[src/rtl/btn_uart_arbiter.sv]
// ---------------------------------------------------------------------------
// btn_uart_arbiter
//
// Shares one UART transmitter among NUM_BTN debounced button sources.
// Each one-cycle button pulse is latched as a pending request. Requests are
// granted round-robin. For every grant the transmitter is walked through a
// start/busy handshake to send the button's ASCII code (CHAR_BASE + index),
// optionally followed by a newline byte.
//
// Ports:
//   clk        in   system clock
//   reset      in   asynchronous active-low reset
//   btn_pulse  in   [NUM_BTN] one-cycle pulses, bit i = button i
//   tx_busy    in   UART TX busy, high from the cycle after tx_start
//   tx_start   out  one-cycle send request to the UART TX (registered)
//   tx_data    out  [8] byte to send, held until tx_busy falls
//   pending    out  [NUM_BTN] latched requests not yet granted
//   drop_cnt   out  [8] saturating count of pulses lost to a pending request
// ---------------------------------------------------------------------------
module btn_uart_arbiter #(
    parameter int         NUM_BTN   = 4,
    parameter logic [7:0] CHAR_BASE = 8'h30,
    parameter bit         APPEND_NL = 1'b1
) (
    input  logic               clk,
    input  logic               reset,
    input  logic [NUM_BTN-1:0] btn_pulse,
    input  logic               tx_busy,
    output logic               tx_start,
    output logic [7:0]         tx_data,
    output logic [NUM_BTN-1:0] pending,
    output logic [7:0]         drop_cnt
);

    localparam int IDX_W  = $clog2(NUM_BTN);
    // One extra bit so rr + offset can exceed NUM_BTN-1 before wrapping.
    localparam int CAND_W = IDX_W + 1;

    typedef enum logic [2:0] {
        S_IDLE    = 3'd0,
        S_START_C = 3'd1,
        S_ACK_C   = 3'd2,
        S_DONE_C  = 3'd3,
        S_START_N = 3'd4,
        S_ACK_N   = 3'd5,
        S_DONE_N  = 3'd6
    } state_e;

    state_e             state_q, state_d;
    logic [NUM_BTN-1:0] pending_q, pending_d;
    logic [IDX_W-1:0]   rr_q, rr_d;
    logic [7:0]         tx_data_q, tx_data_d;
    logic               tx_start_q, tx_start_d;
    logic [7:0]         drop_cnt_q, drop_cnt_d;

    logic               grant_vld_s;
    logic [IDX_W-1:0]   grant_idx_s;
    logic [CAND_W-1:0]  cand_s;
    logic               grant_fire_s;
    logic [NUM_BTN-1:0] clr_s;
    logic [NUM_BTN-1:0] drop_bits_s;
    logic [3:0]         drop_inc_s;
    logic [8:0]         drop_sum_s;

    // Round-robin search: first pending bit at rr+1, rr+2, ... wrapping.
    always_comb begin
        grant_vld_s = 1'b0;
        grant_idx_s = '0;
        cand_s      = '0;
        for (int k = 0; k < NUM_BTN; k++) begin
            cand_s = {1'b0, rr_q} + CAND_W'(k + 1);
            cand_s = (cand_s >= CAND_W'(NUM_BTN)) ? (cand_s - CAND_W'(NUM_BTN)) : cand_s;
            if (!grant_vld_s && pending_q[cand_s[IDX_W-1:0]]) begin
                grant_vld_s = 1'b1;
                grant_idx_s = cand_s[IDX_W-1:0];
            end else begin
                grant_vld_s = grant_vld_s;
                grant_idx_s = grant_idx_s;
            end
        end
    end

    // Never start into a busy transmitter, even if requests are waiting.
    assign grant_fire_s = (state_q == S_IDLE) && grant_vld_s && !tx_busy;
    assign clr_s        = grant_fire_s ? ({{(NUM_BTN-1){1'b0}}, 1'b1} << grant_idx_s)
                                       : {NUM_BTN{1'b0}};

    // Next-state logic for the transmit sequencer.
    always_comb begin
        state_d = state_q;
        case (state_q)
            S_IDLE:    state_d = grant_fire_s ? S_START_C : S_IDLE;
            S_START_C: state_d = S_ACK_C;
            S_ACK_C:   state_d = tx_busy ? S_DONE_C : S_ACK_C;
            S_DONE_C: begin
                if (!tx_busy) begin
                    state_d = APPEND_NL ? S_START_N : S_IDLE;
                end else begin
                    state_d = S_DONE_C;
                end
            end
            S_START_N: state_d = S_ACK_N;
            S_ACK_N:   state_d = tx_busy ? S_DONE_N : S_ACK_N;
            S_DONE_N:  state_d = tx_busy ? S_DONE_N : S_IDLE;
            default:   state_d = S_IDLE;
        endcase
    end

    // Next values of the registered outputs, request latch and drop counter.
    always_comb begin
        // tx_start is high exactly while the FSM sits in a START state.
        tx_start_d = (state_d == S_START_C) || (state_d == S_START_N);
        tx_data_d  = tx_data_q;
        rr_d       = rr_q;
        if (grant_fire_s) begin
            tx_data_d = CHAR_BASE + 8'(grant_idx_s);
            rr_d      = grant_idx_s;
        end else if ((state_q == S_DONE_C) && !tx_busy && APPEND_NL) begin
            tx_data_d = 8'h0A;
            rr_d      = rr_q;
        end else begin
            tx_data_d = tx_data_q;
            rr_d      = rr_q;
        end

        // A pulse on a bit being granted this cycle re-arms it (set wins).
        pending_d   = (pending_q & ~clr_s) | btn_pulse;
        drop_bits_s = btn_pulse & pending_q & ~clr_s;
        drop_inc_s  = 4'd0;
        for (int i = 0; i < NUM_BTN; i++) begin
            drop_inc_s = drop_inc_s + {3'b000, drop_bits_s[i]};
        end
        drop_sum_s = {1'b0, drop_cnt_q} + {5'b00000, drop_inc_s};
        drop_cnt_d = (drop_sum_s > 9'd255) ? 8'hFF : drop_sum_s[7:0];
    end

    // State register.
    always_ff @(posedge clk or negedge reset) begin
        if (!reset) begin
            state_q <= S_IDLE;
        end else begin
            state_q <= state_d;
        end
    end

    // Datapath and output registers.
    always_ff @(posedge clk or negedge reset) begin
        if (!reset) begin
            pending_q  <= '0;
            rr_q       <= IDX_W'(NUM_BTN - 1);
            tx_data_q  <= 8'h00;
            tx_start_q <= 1'b0;
            drop_cnt_q <= 8'h00;
        end else begin
            pending_q  <= pending_d;
            rr_q       <= rr_d;
            tx_data_q  <= tx_data_d;
            tx_start_q <= tx_start_d;
            drop_cnt_q <= drop_cnt_d;
        end
    end

    assign tx_start = tx_start_q;
    assign tx_data  = tx_data_q;
    assign pending  = pending_q;
    assign drop_cnt = drop_cnt_q;

endmodule
[config.mk]
export PLATFORM = sky130hd
export DESIGN_NAME = btn_uart_arbiter
export DESIGN_NICKNAME = d
export VERILOG_FILES = /design/src/rtl/btn_uart_arbiter.sv
export SDC_FILE = /design/constraint.sdc
export NUM_CORES = 1
export LEC_CHECK = 0
export CAP_MARGIN = 20
export CORE_MARGIN = 5
export CORE_UTILIZATION = 30
export DETAILED_ROUTE_END_ITERATION = 10
export RECOVER_POWER = 25
export SETUP_SLACK_MARGIN = 0.1
export SLEW_MARGIN = 20
export SYNTH_ARGS = -nofsm -noshare
export SYNTH_HDL_FRONTEND = slang
export SYNTH_SLANG_ARGS = --single-unit
[constraint.sdc]
create_clock -name clk -period 9.4 [get_ports clk]
set_input_delay 1.88 -clock clk [delete_from_list [all_inputs] [get_ports clk]]
set_output_delay 1.88 -clock clk [all_outputs]
set_load 0.01 [all_outputs]
==> impl_metrics.toml, run 1 <==
[run_status]
status = "completed"

[worst_setup_path]
cp.arrival_ns = 5.47
worstSetupPathType = "input pin to flop"
critPathLaunchType = "input pin"
max_stage_delay_ns = 0.63
cp_max_fo = 10
path_cells = "clkdlybuf4s50_1 -> nor2_4 -> or4b_1 -> or2_4 -> o211ai_2 -> fa_1 -> fa_1 -> inv_1 -> fa_1 -> and3_1 -> nand3_1 -> nand2b_1"
cp-end-kind = "flop"
cp_slowest_cell = "or4b_1"
crit_top_cell = "fa_1"
rr_worst_depth = 10
worstPathRequired_ns = 9.60

[grt]
grt_use_met3 = 0.0347
grt_pass1_wl_um = 4810
met2_usage = 0.178
antenna_found_initial = 0
top_usage_layer = "met2"
grt_pass1_vias = 1040
grt_overflow = 0
grt_max_degree = 23
met1_usage = 0.139
grt_usage = 0.111

[synthesis]
synth_warnings = 0
synth_top_cells_by_area = "dfrtp_1 (40%), fa_1 (4.7%), dfstp_2 (4.2%), nor2_1 (4.2%), a31oi_1 (4.0%)"
yosysUniqueCellTypes = 42
synth.largest_area_cell = "dfrtp_1"
synth_top_area_share = 0.395
ys_seq_area_frac = 0.437
syn_inst = 136
netlist_area_sq_um = 1270
ys_async_sr_fraction = 1.00
synth_edf_count = 0
synth_ff_type = "dfrtp_1"
syn_avg_cell_area_sq_um = 9.31
ys_ff_latch = 22

[cells_and_area]
seq_area_sq_um = 553
nFillCells = 392
multi_input_area_sq_um = 643
area.growth.synth_to_final_pct = 25.3
drive_above_1_share = 0.0833
num-nets-final = 168
diodes = 0
stdcell_area_sq_um = 1590

[cts]
clk_pin_slew_ns = 0.08
htree_levels = 1
post_cts_buffers = 0
cts_buffers = 3
cts_tree = "yes"
clock_path_buffers = 2
root_buffer = "clkbuf_8"
clkLatencyLatePin_ns = 0.27
ctsResizeCount = 0
clock_sinks = 22
postCtsHoldBufs = 0

[flow_run]
cap_violations = 0

[power_and_ir_drop]
p_seq_frac = 0.365
combPwrFrac = 0.477
p_int_w = 0.000334
swShare = 0.401
peakVddDrop_mv = 0.195
power_switching_w = 0.000224
p_clk_frac = 0.158
power_density_nw_per_um2 = 352
p_total_w = 0.000558
p_leak_nw = 0.635

[drt]
drt_iter0_drc = 72
viasPerCell = 5.23
vias = 1077
routed_wirelength_um = 2800
drc = 0
final_antenna_net_count = 0
post_drt_wl_per_cell_um = 13.6
drtPass1Iterations = 4

[placement]
hpwlAfterDp_um = 2070
gp_congestion = 0.867
io_buffers = 24
dpl_cell_area_sq_um = 1520

[timing]
relSlewSlack = 0.193
fin_setup_tns_ns = 0
hold_violations = 0
setup_viol = 0
period_needed_ns = 5.27
skew_ns = 0.00690
rsz0062_at_grt = "false"
worst_pin_slew_ns = 1.21
fmax_ghz = 0.190
fin_crit_sh = 0.561
drv_slew = 0

[floorplan]
die_area_sq_um = 5620
num_rows = 23
core-area_sq_um = 4060
ioPinCount = 28
die_x_um = 75.0
die_y_um = 75.0
start_util = 0.312

[worst_hold_path]
hold_depth = 2
hp-class = "flop to flop"
[logic make-up (layout without fill, tap and decap cells)]
family / after synthesis / after routing / share of synthesized area
AO/OA/AOI/OAI: 34 / 34 / 0.179
XOR/XNOR: 1 / 1 / 0.00692
adder cells (fa/ha/maj): 4 / 4 / 0.0573
buffers and inverters: 16 / 34 / 0.0613
flip-flops: 22 / 22 / 0.437
multiplexers: 1 / 1 / 0.00791
other: 1 / 3 / 0.00296
AND/OR/NAND/NOR: 57 / 57 / 0.248
[flip-flops by register name (all words and copies together) (netlist names)]
| signal | cells |
|---|---|
| rr_q | 2 |
| tx_start | 1 |
| pending | 4 |
| state_q | 3 |
| drop_cnt | 8 |
| tx_data | 4 |
[Yosys cell counts (3+ instances only)]
| library cell | n |
|---|---|
| dfrtp_1 | 20 |
| nor2_1 | 14 |
| nand2_1 | 9 |
| o21ai_0 | 9 |
| a31oi_1 | 8 |
| a21oi_1 | 7 |
| nor2b_1 | 7 |
| inv_1 | 6 |
| nand3_1 | 5 |
| nor3_1 | 5 |
| buf_4 | 4 |
| clkbuf_1 | 4 |
| and3_1 | 3 |
| fa_1 | 3 |
[power groups by stage]
| stage | clock network (W) | logic (W) | registers (W) |
|---|---|---|---|
| 3_5_place_dp | 0 | 0.000268 | 0.000204 |
| 3_3_place_gp | 0 | 0.000264 | 0.000202 |
| 4_1_cts | 0.0000911 | 0.000270 | 0.000203 |
| 2_1_floorplan | 0 | 0.000177 | 0.000190 |
| 6_report | 0.0000883 | 0.000266 | 0.000204 |
| 5_1_grt | 0.0000949 | 0.000301 | 0.000214 |
[placed cells by master, fill, tap and decap left out, types with 2 or more instances in the layout]
| master | instances |
|---|---|
| a21oi_1 | 7 |
| a31oi_1 | 8 |
| and3_1 | 3 |
| clkbuf_8 | 3 |
| clkdlybuf4s50_1 | 23 |
| conb_1 | 3 |
| dfrtp_1 | 20 |
| dfstp_2 | 2 |
| fa_1 | 3 |
| inv_1 | 6 |
| nand2_1 | 9 |
| nand3_1 | 5 |
| nor2_1 | 14 |
| nor2b_1 | 7 |
| nor3_1 | 5 |
| nor3b_1 | 2 |
| o211ai_1 | 2 |
| o211ai_2 | 2 |
| o21ai_0 | 9 |
[final timing paths]
check | from | endpoint | slack, ns
worst min-delay path | rr_q[1]$_DFFE_PN1P_ | rr_q[1]$_DFFE_PN1P_ | 0.48
max in group asynchronous | reset | drop_cnt[7]$_DFF_PN0_ | 6.84
min in group asynchronous | reset | tx_data[1]$_DFFE_PN0P_ | 1.84
worst max-delay path | tx_busy | drop_cnt[1]$_DFF_PN0_ | 4.13
worst min register to register | rr_q[1]$_DFFE_PN1P_ | rr_q[1]$_DFFE_PN1P_ | 0.48
worst max register to register | state_q[0]$_DFF_PN0_ | drop_cnt[1]$_DFF_PN0_ | 5.83
[metal layers]
| layer | routed length [um] | vias up |
|---|---|---|
| li1 | - | 518 |
| met4 | 47 | 0 |
| met2 | 1330 | 23 |
| met1 | 1290 | 530 |
| met3 | 125 | 6 |
| met5 | 0 | - |
[per-stage QoR]
| step | utilization | hold WS, ns | setup WS, ns | cells |
|---|---|---|---|---|
| detailed placement | 0.375 | 0.475 | 3.85 | 202 |
| finish | 0.391 | 0.483 | 4.13 | 206 |
| CTS | 0.393 | 0.489 | 4.14 | 206 |
| floorplan | - | 0.449 | 4.76 | 138 |
| global route | 0.391 | 0.514 | 3.89 | 206 |
| global placement | 0.375 | 0.480 | 3.98 | 202 |
[final cells by class]
class	instances	area share
inverters	6	0.0142
clock inverters	1	0.0189
clock buffers	3	0.0260
multi-input cells	100	0.405
well taps	50	0.0394
repair buffers	24	0.147
flip-flops and latches	22	0.349
[worst max-delay path: cells and delay by family]
family,cells,cell delay [ns]
fa+ha+maj,3,1.20
compound gates,1,0.16
buf+inv,2,0.63
simple gates,6,1.60
(Power assumes the default switching activity.)
==> inputs of run 2 (changes only) <==
==> constraint.sdc (replaced) <==
create_clock -name clk -period 4.7 [get_ports clk]
set_input_delay 0.94 -clock clk [delete_from_list [all_inputs] [get_ports clk]]
set_output_delay 0.94 -clock clk [all_outputs]
set_load 0.01 [all_outputs]
==> impl_metrics.toml, run 2 (synthesis results as in run 1) <==
[timing]
fmax_ghz = 0.240
drv_slew = 0
fin_crit_sh = 0.885
skew_ns = 0.00274
rsz0062_at_grt = "false"
relSlewSlack = 0.180
setup_viol = 0
hold_violations = 0
period_needed_ns = 4.16
fin_setup_tns_ns = 0
worst_pin_slew_ns = 1.23

[run_status]
status = "completed"

[power_and_ir_drop]
peakVddDrop_mv = 0.305
power_density_nw_per_um2 = 678
p_leak_nw = 0.631

[cts]
root_buffer = "clkbuf_8"
ctsResizeCount = 0
clock_sinks = 22
cts_buffers = 3
clock_path_buffers = 2
cts_tree = "yes"
htree_levels = 1
clk_pin_slew_ns = 0.08
post_cts_buffers = 0
clkLatencyLatePin_ns = 0.26
postCtsHoldBufs = 0

[cells_and_area]
area.growth.synth_to_final_pct = 24.4
layout_commonest_cell = "clkdlybuf4s50_1"
drive_above_1_share = 0.0886
largest_reg_flops = 8
num-nets-final = 170
diodes = 0
utilization = 0.388
final_cell_mix = "clkdlybuf4s50_1 (23), dfrtp_1 (20), nor2_1 (14)"

[worst_hold_path]
hp-class = "flop to flop"

[placement]
hpwlAfterDp_um = 2060
io_buffers = 24
gp_congestion = 0.856

[worst_setup_path]
path_cells = "clkdlybuf4s50_1 -> nor2_4 -> or4b_1 -> or2_4 -> o211ai_2 -> fa_1 -> fa_1 -> inv_1 -> fa_1 -> and3_1 -> nand3_1 -> nand2b_1"
cp-end-kind = "flop"
cp.arrival_ns = 4.36
cp_top_family = "simple AND/OR/NAND/NOR gates"
cp_slowest_cell = "clkdlybuf4s50_1"
cp_max_fo = 7
worstPathRequired_ns = 4.90
max_stage_delay_ns = 0.56
worstSetupPathType = "input pin to flop"
critPathLaunchType = "input pin"
crit_top_cell = "fa_1"
path_buf_inv = 2

[floorplan]
ioPinCount = 28
num_rows = 23
die_y_um = 75.0
die_area_sq_um = 5620
start_util = 0.312
die_x_um = 75.0
core-area_sq_um = 4060

[drt]
viasPerCell = 5.19
vias = 1079
post_drt_wl_per_cell_um = 13.8
drc = 0
final_antenna_net_count = 0
routed_wirelength_um = 2870
drt_iter0_drc = 57
drtPass1Iterations = 7

[grt]
grt_pass1_wl_um = 4880
antenna_found_initial = 0
grt_usage = 0.111
grt_overflow = 0
grt_max_degree = 23
grt_pass1_vias = 1065

[flow_run]
cap_violations = 0
-- run 2: changes by cell type in the layout (fill, tap and decap cells not counted) --
cell,before,now
buf_4,0,2
clkbuf_1,1,2
bufinv_16,1,0
-- run 2: path summary, 6_finish.rpt --
check                      depth (start not counted)                  from                     to  slack, ns
max in group asynchronous                          1                 reset  drop_cnt[7]$_DFF_PN0_       3.06
setup / recovery                                  12               tx_busy  drop_cnt[1]$_DFF_PN0_       0.54
hold / removal                                     2   rr_q[1]$_DFFE_PN1P_    rr_q[1]$_DFFE_PN1P_       0.48
min in group asynchronous                          1                 reset   pending[1]$_DFF_PN0_       0.92
setup reg to reg                                  11  pending[1]$_DFF_PN0_  drop_cnt[1]$_DFF_PN0_       1.33
hold reg to reg                                    2   rr_q[1]$_DFFE_PN1P_    rr_q[1]$_DFFE_PN1P_       0.48
-- run 2: power breakdown --
part	total [W]	internal, W	switching (W)
Sequential	0.000405	0.000278	0.000127
Clock	0.000120	0.0000604	0.0000597
Combinational	0.000543	0.000282	0.000261
Total	0.00107	0.000621	0.000448
-- run 2: area by class of cell --
class                   instances  area, sq um
clock buffers                   4         45.0
multi-input cells             100          643
inverters                       6         22.5
repair buffers                 26          249
fillers                       391         2480
flip-flops and latches         22          553
well taps                      50         62.6
-- run 2: metrics by stage --
step | hold slack, ns | setup WS [ns] | area (sq um) | power [W] | std cells
final | 0.478 | 0.541 | 1580 | 0.00107 | 208
after global routing | 0.501 | 0.346 | 1580 | 0.00117 | 208
after global placement | 0.467 | 0.397 | 1540 | 0.000937 | 204
after CTS | 0.481 | 0.551 | 1580 | 0.00108 | 208
after detailed placement | 0.473 | 0.316 | 1540 | 0.000951 | 204
after floorplan | 0.449 | 1.00 | 1270 | 0.000735 | 138
-- run 2: per-layer routing --
metal	vias to the layer above	GRT usage	routed length, um
met1	527	0.138	1300
met4	0	0.0217	9
met2	29	0.191	1420
li1	521	-	-
met3	2	0.0334	136
met5	-	0	0
-- run 2: worst min-delay path, stage by stage, from the launching register on --
cell	delay, ns
dfstp_2	0.39
nand2_1	0.05
nand2_1	0.05
